==> config.mk <==
export PLATFORM = sky130hd
export DESIGN_NAME = mt_maint_bank
export DESIGN_NICKNAME = d
export VERILOG_FILES = /design/src/rtl/mt_maint_bank.sv
export SDC_FILE = /design/constraint.sdc
export NUM_CORES = 1
export LEC_CHECK = 0
export ABC_AREA = 1
export CORE_AREA = 8 8 120 122
export CTS_BUF_LIST = sky130_fd_sc_hd__clkbuf_16
export DETAILED_ROUTE_END_ITERATION = 8
export DIE_AREA = 0 0 128 130
export HOLD_SLACK_MARGIN = 0.08
export PLACE_DENSITY_LB_ADDON = 0.15
export SETUP_SLACK_MARGIN = 0.3
export SLEW_MARGIN = 20
export SYNTH_ARGS = -nofsm -noshare
export SYNTH_HDL_FRONTEND = slang
export SYNTH_SLANG_ARGS = --single-unit
export TNS_END_PERCENT = 20
==> constraint.sdc <==
create_clock -name clk -period 2.1 [get_ports clk]
set_clock_uncertainty 0.1 [all_clocks]
set_input_delay 0.525 -clock clk [delete_from_list [all_inputs] [get_ports clk]]
set_output_delay 0.525 -clock clk [all_outputs]
set_load 0.03 [all_outputs]
==> src/rtl/mt_maint_bank.sv <==
// Multi-channel MT maintenance register bank. Each channel has a BPI divider, a maintenance clock
// (MC) and a rotating maintenance data field (MDF). mtMR shows the channel selected by mtUNIT.
module mt_maint_bank #(
   parameter int unsigned NCH     = 4,
   parameter int unsigned DIVW    = 12,
   parameter int unsigned DIV6250 = 1050,
   parameter int unsigned DIV1600 = 2047,
   parameter int unsigned DIV800  = 4095
) (
   input  logic                       clk,
   input  logic                       rst,
   input  logic [35:0]                mtDATAI,
   input  logic                       mtmrWRITE,
   input  logic                       mtGO,
   input  logic [$clog2(NCH)-1:0]     mtUNIT,
   input  logic [8:0]                 mtMDFIN,
   output logic [15:0]                mtMR
);

   localparam int unsigned UW = $clog2(NCH);

   logic                       wr_q;
   logic                       fall_q;
   logic                       ign_q;
   logic [UW-1:0]              pend_q;
   logic                       cap;

   logic [NCH-1:0]             mm_q,   mm_d;
   logic [NCH-1:0][3:0]        mop_q,  mop_d;
   logic [NCH-1:0][1:0]        den_q,  den_d;
   logic [NCH-1:0][DIVW-1:0]   cnt_q,  cnt_d;
   logic [NCH-1:0]             bpi_q,  bpi_d;
   logic [NCH-1:0]             mc_q,   mc_d;
   logic [NCH-1:0][8:0]        mdf_q,  mdf_d;

   logic [NCH-1:0]             sel;
   logic [NCH-1:0]             den_chg;
   logic [NCH-1:0]             tog;

   logic                       unused_bits;
   assign unused_bits = ^{mtDATAI[35:18], mtDATAI[6:5]};

   function automatic logic [DIVW-1:0] reload(input logic [1:0] den);
      logic [DIVW-1:0] r;
      case (den)
         2'd0:    r = DIVW'(DIV6250);
         2'd1:    r = DIVW'(DIV1600);
         2'd2:    r = DIVW'(DIV800);
         default: r = '0;
      endcase
      return r;
   endfunction

   // Only the first high cycle of a strobe captures; ign_q masks a strobe that straddled reset.
   assign cap = mtmrWRITE & ~wr_q & ~ign_q;

   always_comb begin
      mm_d    = mm_q;
      mop_d   = mop_q;
      den_d   = den_q;
      cnt_d   = cnt_q;
      bpi_d   = bpi_q;
      mc_d    = mc_q;
      mdf_d   = mdf_q;
      sel     = '0;
      den_chg = '0;
      tog     = '0;
      for (int i = 0; i < NCH; i++) begin
         sel[i]     = cap && (mtUNIT == UW'(i));
         den_chg[i] = sel[i] && (mtDATAI[17:16] != den_q[i]);
         if (sel[i]) begin
            mm_d[i]  = mtDATAI[0];
            mop_d[i] = mtDATAI[4:1];
            den_d[i] = mtDATAI[17:16];
         end

         if (den_chg[i]) begin
            cnt_d[i] = reload(mtDATAI[17:16]);
            bpi_d[i] = 1'b0;
         end else if (den_q[i] == 2'd3) begin
            cnt_d[i] = '0;
            bpi_d[i] = 1'b0;
         end else if (cnt_q[i] == '0) begin
            cnt_d[i] = reload(den_q[i]);
            bpi_d[i] = ~bpi_q[i];
         end else begin
            cnt_d[i] = cnt_q[i] - DIVW'(1);
         end

         // Write-pulse and free-run sources OR together, so coincident events give one toggle.
         tog[i] = (fall_q && (pend_q == UW'(i)) && mtGO && (mop_q[i] inside {4'd1, 4'd2, 4'd3}))
                  || ((mop_q[i] == 4'd4) && mtGO && bpi_d[i] && !bpi_q[i]);
         mc_d[i] = mc_q[i] ^ tog[i];

         if (sel[i] && mtDATAI[0]) begin
            mdf_d[i] = mtDATAI[15:7];
         end else if (mm_q[i] && mc_d[i] && !mc_q[i]) begin
            mdf_d[i] = {mdf_q[i][7:0], mdf_q[i][8]};
         end
      end
   end

   always_ff @(posedge clk) begin
      if (rst) begin
         wr_q   <= 1'b0;
         fall_q <= 1'b0;
         ign_q  <= mtmrWRITE;
         pend_q <= '0;
         mm_q   <= '0;
         mop_q  <= '0;
         den_q  <= '0;
         bpi_q  <= '0;
         mc_q   <= '0;
         mdf_q  <= '0;
         for (int i = 0; i < NCH; i++) begin
            cnt_q[i] <= DIVW'(DIV6250);
         end
      end else begin
         wr_q   <= mtmrWRITE;
         fall_q <= wr_q & ~mtmrWRITE & ~ign_q;
         if (!mtmrWRITE) begin
            ign_q <= 1'b0;
         end
         if (cap) begin
            pend_q <= mtUNIT;
         end
         mm_q  <= mm_d;
         mop_q <= mop_d;
         den_q <= den_d;
         cnt_q <= cnt_d;
         bpi_q <= bpi_d;
         mc_q  <= mc_d;
         mdf_q <= mdf_d;
      end
   end

   always_comb begin
      mtMR = '0;
      for (int i = 0; i < NCH; i++) begin
         if (mtUNIT == UW'(i)) begin
            mtMR = {(mm_q[i] ? mdf_q[i] : mtMDFIN), bpi_q[i], mc_q[i], mop_q[i], mm_q[i]};
         end
      end
   end

endmodule

======== After elaboration in Yosys (flattened, before gate mapping) ========
Index checks and enable logic that the tools add are counted.
storage, ports and cells
  bits of input ports ..................... 51
  register bits after elaboration ......... 125
  output and inout port bits .............. 16
  word-level logic and storage cells ...... 208
operators by class
  reductions and logical operators ........ 75
  mux-type cells .......................... 47
  bitwise gates (word level) .............. 15
  add/subtract/negate cells ............... 4
  eq/ne operators ......................... 41
operators with widths
  cell                     count
  $pmux W12 S3             5
  $mux W12                 12
  $mux W9                  12
  $mux W16                 4
  $logic_not A12 Y1        4
  $sub A12 B1 Y12 const B  4
  $logic_and A1 B1 Y1      44
  $eq A4 B2 Y1 const B     8
  $eq A2 B2 Y1 const B     13
  $eq A4 B1 Y1 const B     4
  $eq A4 B3 Y1 const B     4
  $eq A2 B1 Y1 const B     7
  $logic_not A2 Y1         7
  $mux W1                  14
  $reduce_bool A3 Y1       4
  $logic_not A1 Y1         8
  $ne A2 B2 Y1             4
  $reduce_bool A2 Y1       4
  $not A1 Y1               7
  $and A1 B1 Y1            4
  $logic_or A1 B1 Y1       4
  $xor A1 B1 Y1            4
  $ne A2 B2 Y1 const B     1

======== Depth between registers and ports, before layout ========
  depth in word-level cells ............... 14
  depth in mapped cells ................... 13

======== Worst setup path before layout ========
No wires, ideal clock.
  path type ............................... in2out
  from .................................... input mtUNIT[1]
  to ...................................... output mtMR[0]
  data required time ...................... 1.475 ns
  cell stages on the path ................. 3
  arrival ................................. 1.588 ns
  slack ................................... -0.113 ns
  path through ............................ nand2_1 > clkbuf_1 > o21ai_0
between the ends
  word-level cells in the longest chain between the ends .. 5
  elaborated cells on any way between the ends .. 8
  classes of those cells .................. eq/ne (3); mux (4); reduce/logical (1)
ends and longest elaborated chain
  item                   RTL line  source
  from (decl)            15        input logic [$clog2(NCH)-1:0] mtUNIT,
  $logic_not A2 Y1       140       if (mtUNIT == UW'(i)) begin
  $mux W16 (3 in a row)  140
  $mux W16 *             140
  to (decl)              17        output logic [15:0] mtMR
Mark *: on every way between the ends. The rest lies on a longest branch, timed or not.

======== Final worst setup path ========
  from .................................... register mm_q[3]
  to ...................................... output mtMR[14]
between the ends
  word-level cells in the longest chain between the ends .. 2
ends and longest elaborated chain
  item                    RTL line  source
  from (decl)             28        logic [NCH-1:0] mm_q, mm_d;
  from (signal assigned)  127       mm_q <= mm_d;
  $mux W9                 141       mtMR = {(mm_q[i] ? mdf_q[i] : mtMDFIN), bpi_q[i], mc_q[i], mop_q[i], mm_q[i]};
  $mux W16                140
No other way between the ends.

==> metrics.md <==
| Metric | Value |
|---|---|
| Number of clock sinks | 125 |
| Maximum clock rate | around 0.43 GHz |
| Initial cell density of the core | 0.572 |
| Number of synthesized register bits | 125 |
| Setup TNS | -2100 ps |
| Fraction of final layout cells sized beyond drive strength 1 | 0.322 |
| Number of placement rows | 41 |
| Pin count of the biggest net entering global routing | 67 |
| Vert. Die Dim | between 100 and 150 um |
| Quantity of hold-fixing buffers added after cts | 0 |
| Number of global-route vias before repair | 7,489 |
| CTS tree | built |
| DRC errors left | 0 |
| Placement-stage worst setup slack | -808 ps |
| Cell Count Post-Placement | 1,290 |
| Worst-case headroom to the max-slew limit | 0.659 |
| Antenna diode count | 0 |
| Number of failing hold endpoints at the final stage | 0 |
| Clock-pin transition on the worst setup and hold timing paths | 60 ps |
| Synthesis-to-layout area growth | 43.7% |
| Maximum ir drop on the vdd rail | 674 uV |
| Crit path capture type | output port |
| Mean cell area of the mapped netlist | between 6 and 7 sq um |
| DP Wirelength | approximately 14 mm |
| Worst setup SP type | register |
| Post-synthesis adder-cell area fraction | 0.0317 |
| Post-layout instance count excluding filler cells | 1,344 |
| Simple-gate portion of the synthesized area | 0.261 |
| Number of pins with negative max-slew slack in the final report | 0 |
| Synth area leaders | sky130_fd_sc_hd__dfxtp_1 (35%), sky130_fd_sc_hd__nand2_1 (11%), sky130_fd_sc_hd__o21ai_0 (8.8%) |
| Maximum fanout count along the critical path | 9 |
| Die Footprint | ~17,000 sq um |
| Mean routed wirelength per cell | 17.9 um |
| Measured slew at the worst slew-check pin | 511 ps |
| Net count of the mapped netlist | 1,099 |
| Total gr overflow | 0 |
| Global-route wire length before repair | 36.1 mm |
| Clk Latency, worst-skew pair | 420 ps |
| Clk Tree Root Cell | sky130_fd_sc_hd__clkbuf_16 |
| Combinational family with the most area after synthesis | simple AND/OR/NAND/NOR gates |
| CTS Buffer Depth | 2 |
| Endpoints failing setup | 16 |
| Portion of netlist area occupied by mux cells | 0.0367 |
| Worst-case setup margin in the final layout | -204 ps |
| Commonest non-fill, non-tap cell in the layout | sky130_fd_sc_hd__nand2_1 |
| Result of the run | complete, but fails checks |
| Total of max-cap violations | 0 |
| Cell area after technology mapping | between 7000 and 8000 sq um |
| Number of placed I/O pins | 67 |
| Detailed router's first-iteration violation count | around 800 |
| Number of enable-type register cells in the synthesized netlist | 1 |
| Crit path DAT | 1680 ps |
| Via count | between 7,000 and 8,000 |
| Share of power burned in combinational logic | 0.179 |
| Total power divided by cell area | 637 nW/um^2 |
| Commonest cells after routing, fill and taps aside | sky130_fd_sc_hd__nand2_1 (150), sky130_fd_sc_hd__dfxtp_1 (120), sky130_fd_sc_hd__nor2_1 (108) |
| Antenna-violating nets left | 0 |
| Fin Hold WS | 379 ps |
| Switching power total | ~1.8 mW |
| Fraction of the mapped netlist area in compound gates | 0.200 |
| Relative contribution of sequential cells to total power | 0.395 |
| Largest area contributor in the synthesized netlist | sky130_fd_sc_hd__dfxtp_1 |
| First-pass detailed-route iteration total | 5 |
| Post-synth top area share | 0.350 |
| Setup repair after global routing missed its margin | true |
| Internal power summed over all cells | 4.66 mW |
| Power after layout | between 6 and 7 mW |
| Violations in the final reports | negative setup slack |
| Aggregate routed wire length | between 20 and 25 mm |
| Width of the die | between 100 and 150 um |
| Total global routing track utilization | 0.272 |
| Number of different library cells in the post-synthesis netlist | 42 |
| Total leakage power | 4.41 nW |
| Warnings from Yosys | 0 |
| Hold WC Path Type | register to register |
| Antenna violations before repair | 0 |
| Switching power share of the total | 0.283 |
| Required time of the critical path | 1470 ps |
| Routed via count divided by cell count | 5.84 |
| Area of the core | 12,400 sq um |
| Layout net count | around 1,200 |
| Clock period minus final worst setup slack | 2300 ps |
| Number of instances in the synthesized netlist | 1,030 |
| Buffers on Ports | 46 |
| Async S/R FF share, synth | 0 |
| Xor/xnor share of the synthesized area | 0.0271 |
| Sequential fraction of the synthesis area | 0.354 |
| Proportion of power drawn by the clock network | 0.426 |
| Global placer's final weighted congestion | 0.932 |
| TritonCTS buffer count | 17 |
| Start-to-end type of the worst setup path | register to output port |
| Flip-flop cell with the highest count after synthesis | sky130_fd_sc_hd__dfxtp_1 |
| Level count of the clock H-tree | 4 |
| Ratio of final minimum period to clock period | 1.10 |
## metrics by stage
stage / utilization / cell area [sq um]
detailed placement: 0.670 / 8320
global route: 0.822 / 10200
CTS: 0.776 / 9630
global placement: 0.670 / 8320
finish: 0.822 / 10200
floorplan: - / 7310
## Yosys cell counts (3+ instances only)
cell type	number
sky130_fd_sc_hd__nand2_2	5
sky130_fd_sc_hd__nand2_4	6
sky130_fd_sc_hd__nor3_1	14
sky130_fd_sc_hd__dfxtp_1	124
sky130_fd_sc_hd__nand3_1	15
sky130_fd_sc_hd__xnor2_1	5
sky130_fd_sc_hd__nor2_2	12
sky130_fd_sc_hd__ha_1	18
sky130_fd_sc_hd__clkbuf_1	16
sky130_fd_sc_hd__o31ai_1	6
sky130_fd_sc_hd__buf_6	4
sky130_fd_sc_hd__buf_1	3
sky130_fd_sc_hd__buf_4	5
sky130_fd_sc_hd__a21oi_4	3
sky130_fd_sc_hd__inv_2	3
sky130_fd_sc_hd__nor2_1	126
sky130_fd_sc_hd__xor2_1	17
sky130_fd_sc_hd__a21oi_1	113
sky130_fd_sc_hd__o2111ai_1	3
sky130_fd_sc_hd__nand3_2	4
sky130_fd_sc_hd__nor2_4	5
sky130_fd_sc_hd__nand4_1	17
sky130_fd_sc_hd__nand2_1	207
sky130_fd_sc_hd__mux2i_1	26
sky130_fd_sc_hd__nor4_1	3
sky130_fd_sc_hd__o22ai_1	4
sky130_fd_sc_hd__nand4_2	3
sky130_fd_sc_hd__buf_2	5
sky130_fd_sc_hd__o21ai_0	125
sky130_fd_sc_hd__inv_1	117
## critical path, stage by stage, from the launching register on
cell                      delay (ps)
sky130_fd_sc_hd__dfxtp_1         310
sky130_fd_sc_hd__inv_1           340
sky130_fd_sc_hd__a21oi_2         110
sky130_fd_sc_hd__o21ai_1         100
sky130_fd_sc_hd__nand4_1         190
sky130_fd_sc_hd__buf_6           200
## final timing paths
kind	cells past startpoint	from	slack, ps	endpoint
max	5	mm_q[3]$_SDFFE_PP0N_	-200	mtMR[14]
min	2	wr_q$_SDFF_PP0_	380	fall_q$_SDFF_PP0_
max reg2reg	11	cnt_q[0]$_SDFF_PP0_	120	mdf_q[0]$_SDFFE_PP0P_
min reg2reg	2	wr_q$_SDFF_PP0_	380	fall_q$_SDFF_PP0_
## state kept, by name (all words and copies together) (netlist names)
register,cells
bpi_q,4
cnt_q,48
den_q,8
fall_q,1
ign_q,1
mc_q,4
mdf_q,36
mm_q,4
mop_q,16
pend_q,2
wr_q,1
## layout make-up
| cell class | instances | area (sq um) |
|---|---|---|
| Clock buffer | 17 | 425 |
| Clock inverter | 15 | 118 |
| Fill cell | 741 | 2210 |
| Inverter | 121 | 523 |
| Multi-Input combinational cell | 756 | 4910 |
| Sequential cell | 125 | 2520 |
| Tap cell | 172 | 215 |
| Timing Repair Buffer | 138 | 1490 |
## routing by layer
metal	routed length, um	track usage	share of wire
met5	0	0	0
met4	1200	0.141	0.050
met3	2080	0.0677	0.087
met2	11400	0.457	0.48
met1	9310	0.316	0.39
## timing repair
action                                  in CTS  in global routing
pin swaps                                   83                119
resized for setup                          209                163
gates cloned                                 6                  3
endpoints found under the setup margin     132                108
setup buffers                               10                  3
## power by group through the flow
stage,sequential (mW),clock (mW),combinational (mW)
2_1_floorplan,2.59,0,0.578
3_3_place_gp,2.60,0,0.879
3_5_place_dp,2.61,0,0.893
4_1_cts,2.56,2.77,1.04
5_1_grt,2.58,2.87,1.25
6_report,2.57,2.76,1.16
## kinds of logic after synthesis
kind of cell    count (synthesis)
compound gates                264
simple gates                  421
mux                            26
xor+xnor                       22
buf+inv                       154
fa+ha+maj                      18
flops                         125
No activity file was read; power rests on OpenSTA's default activity.
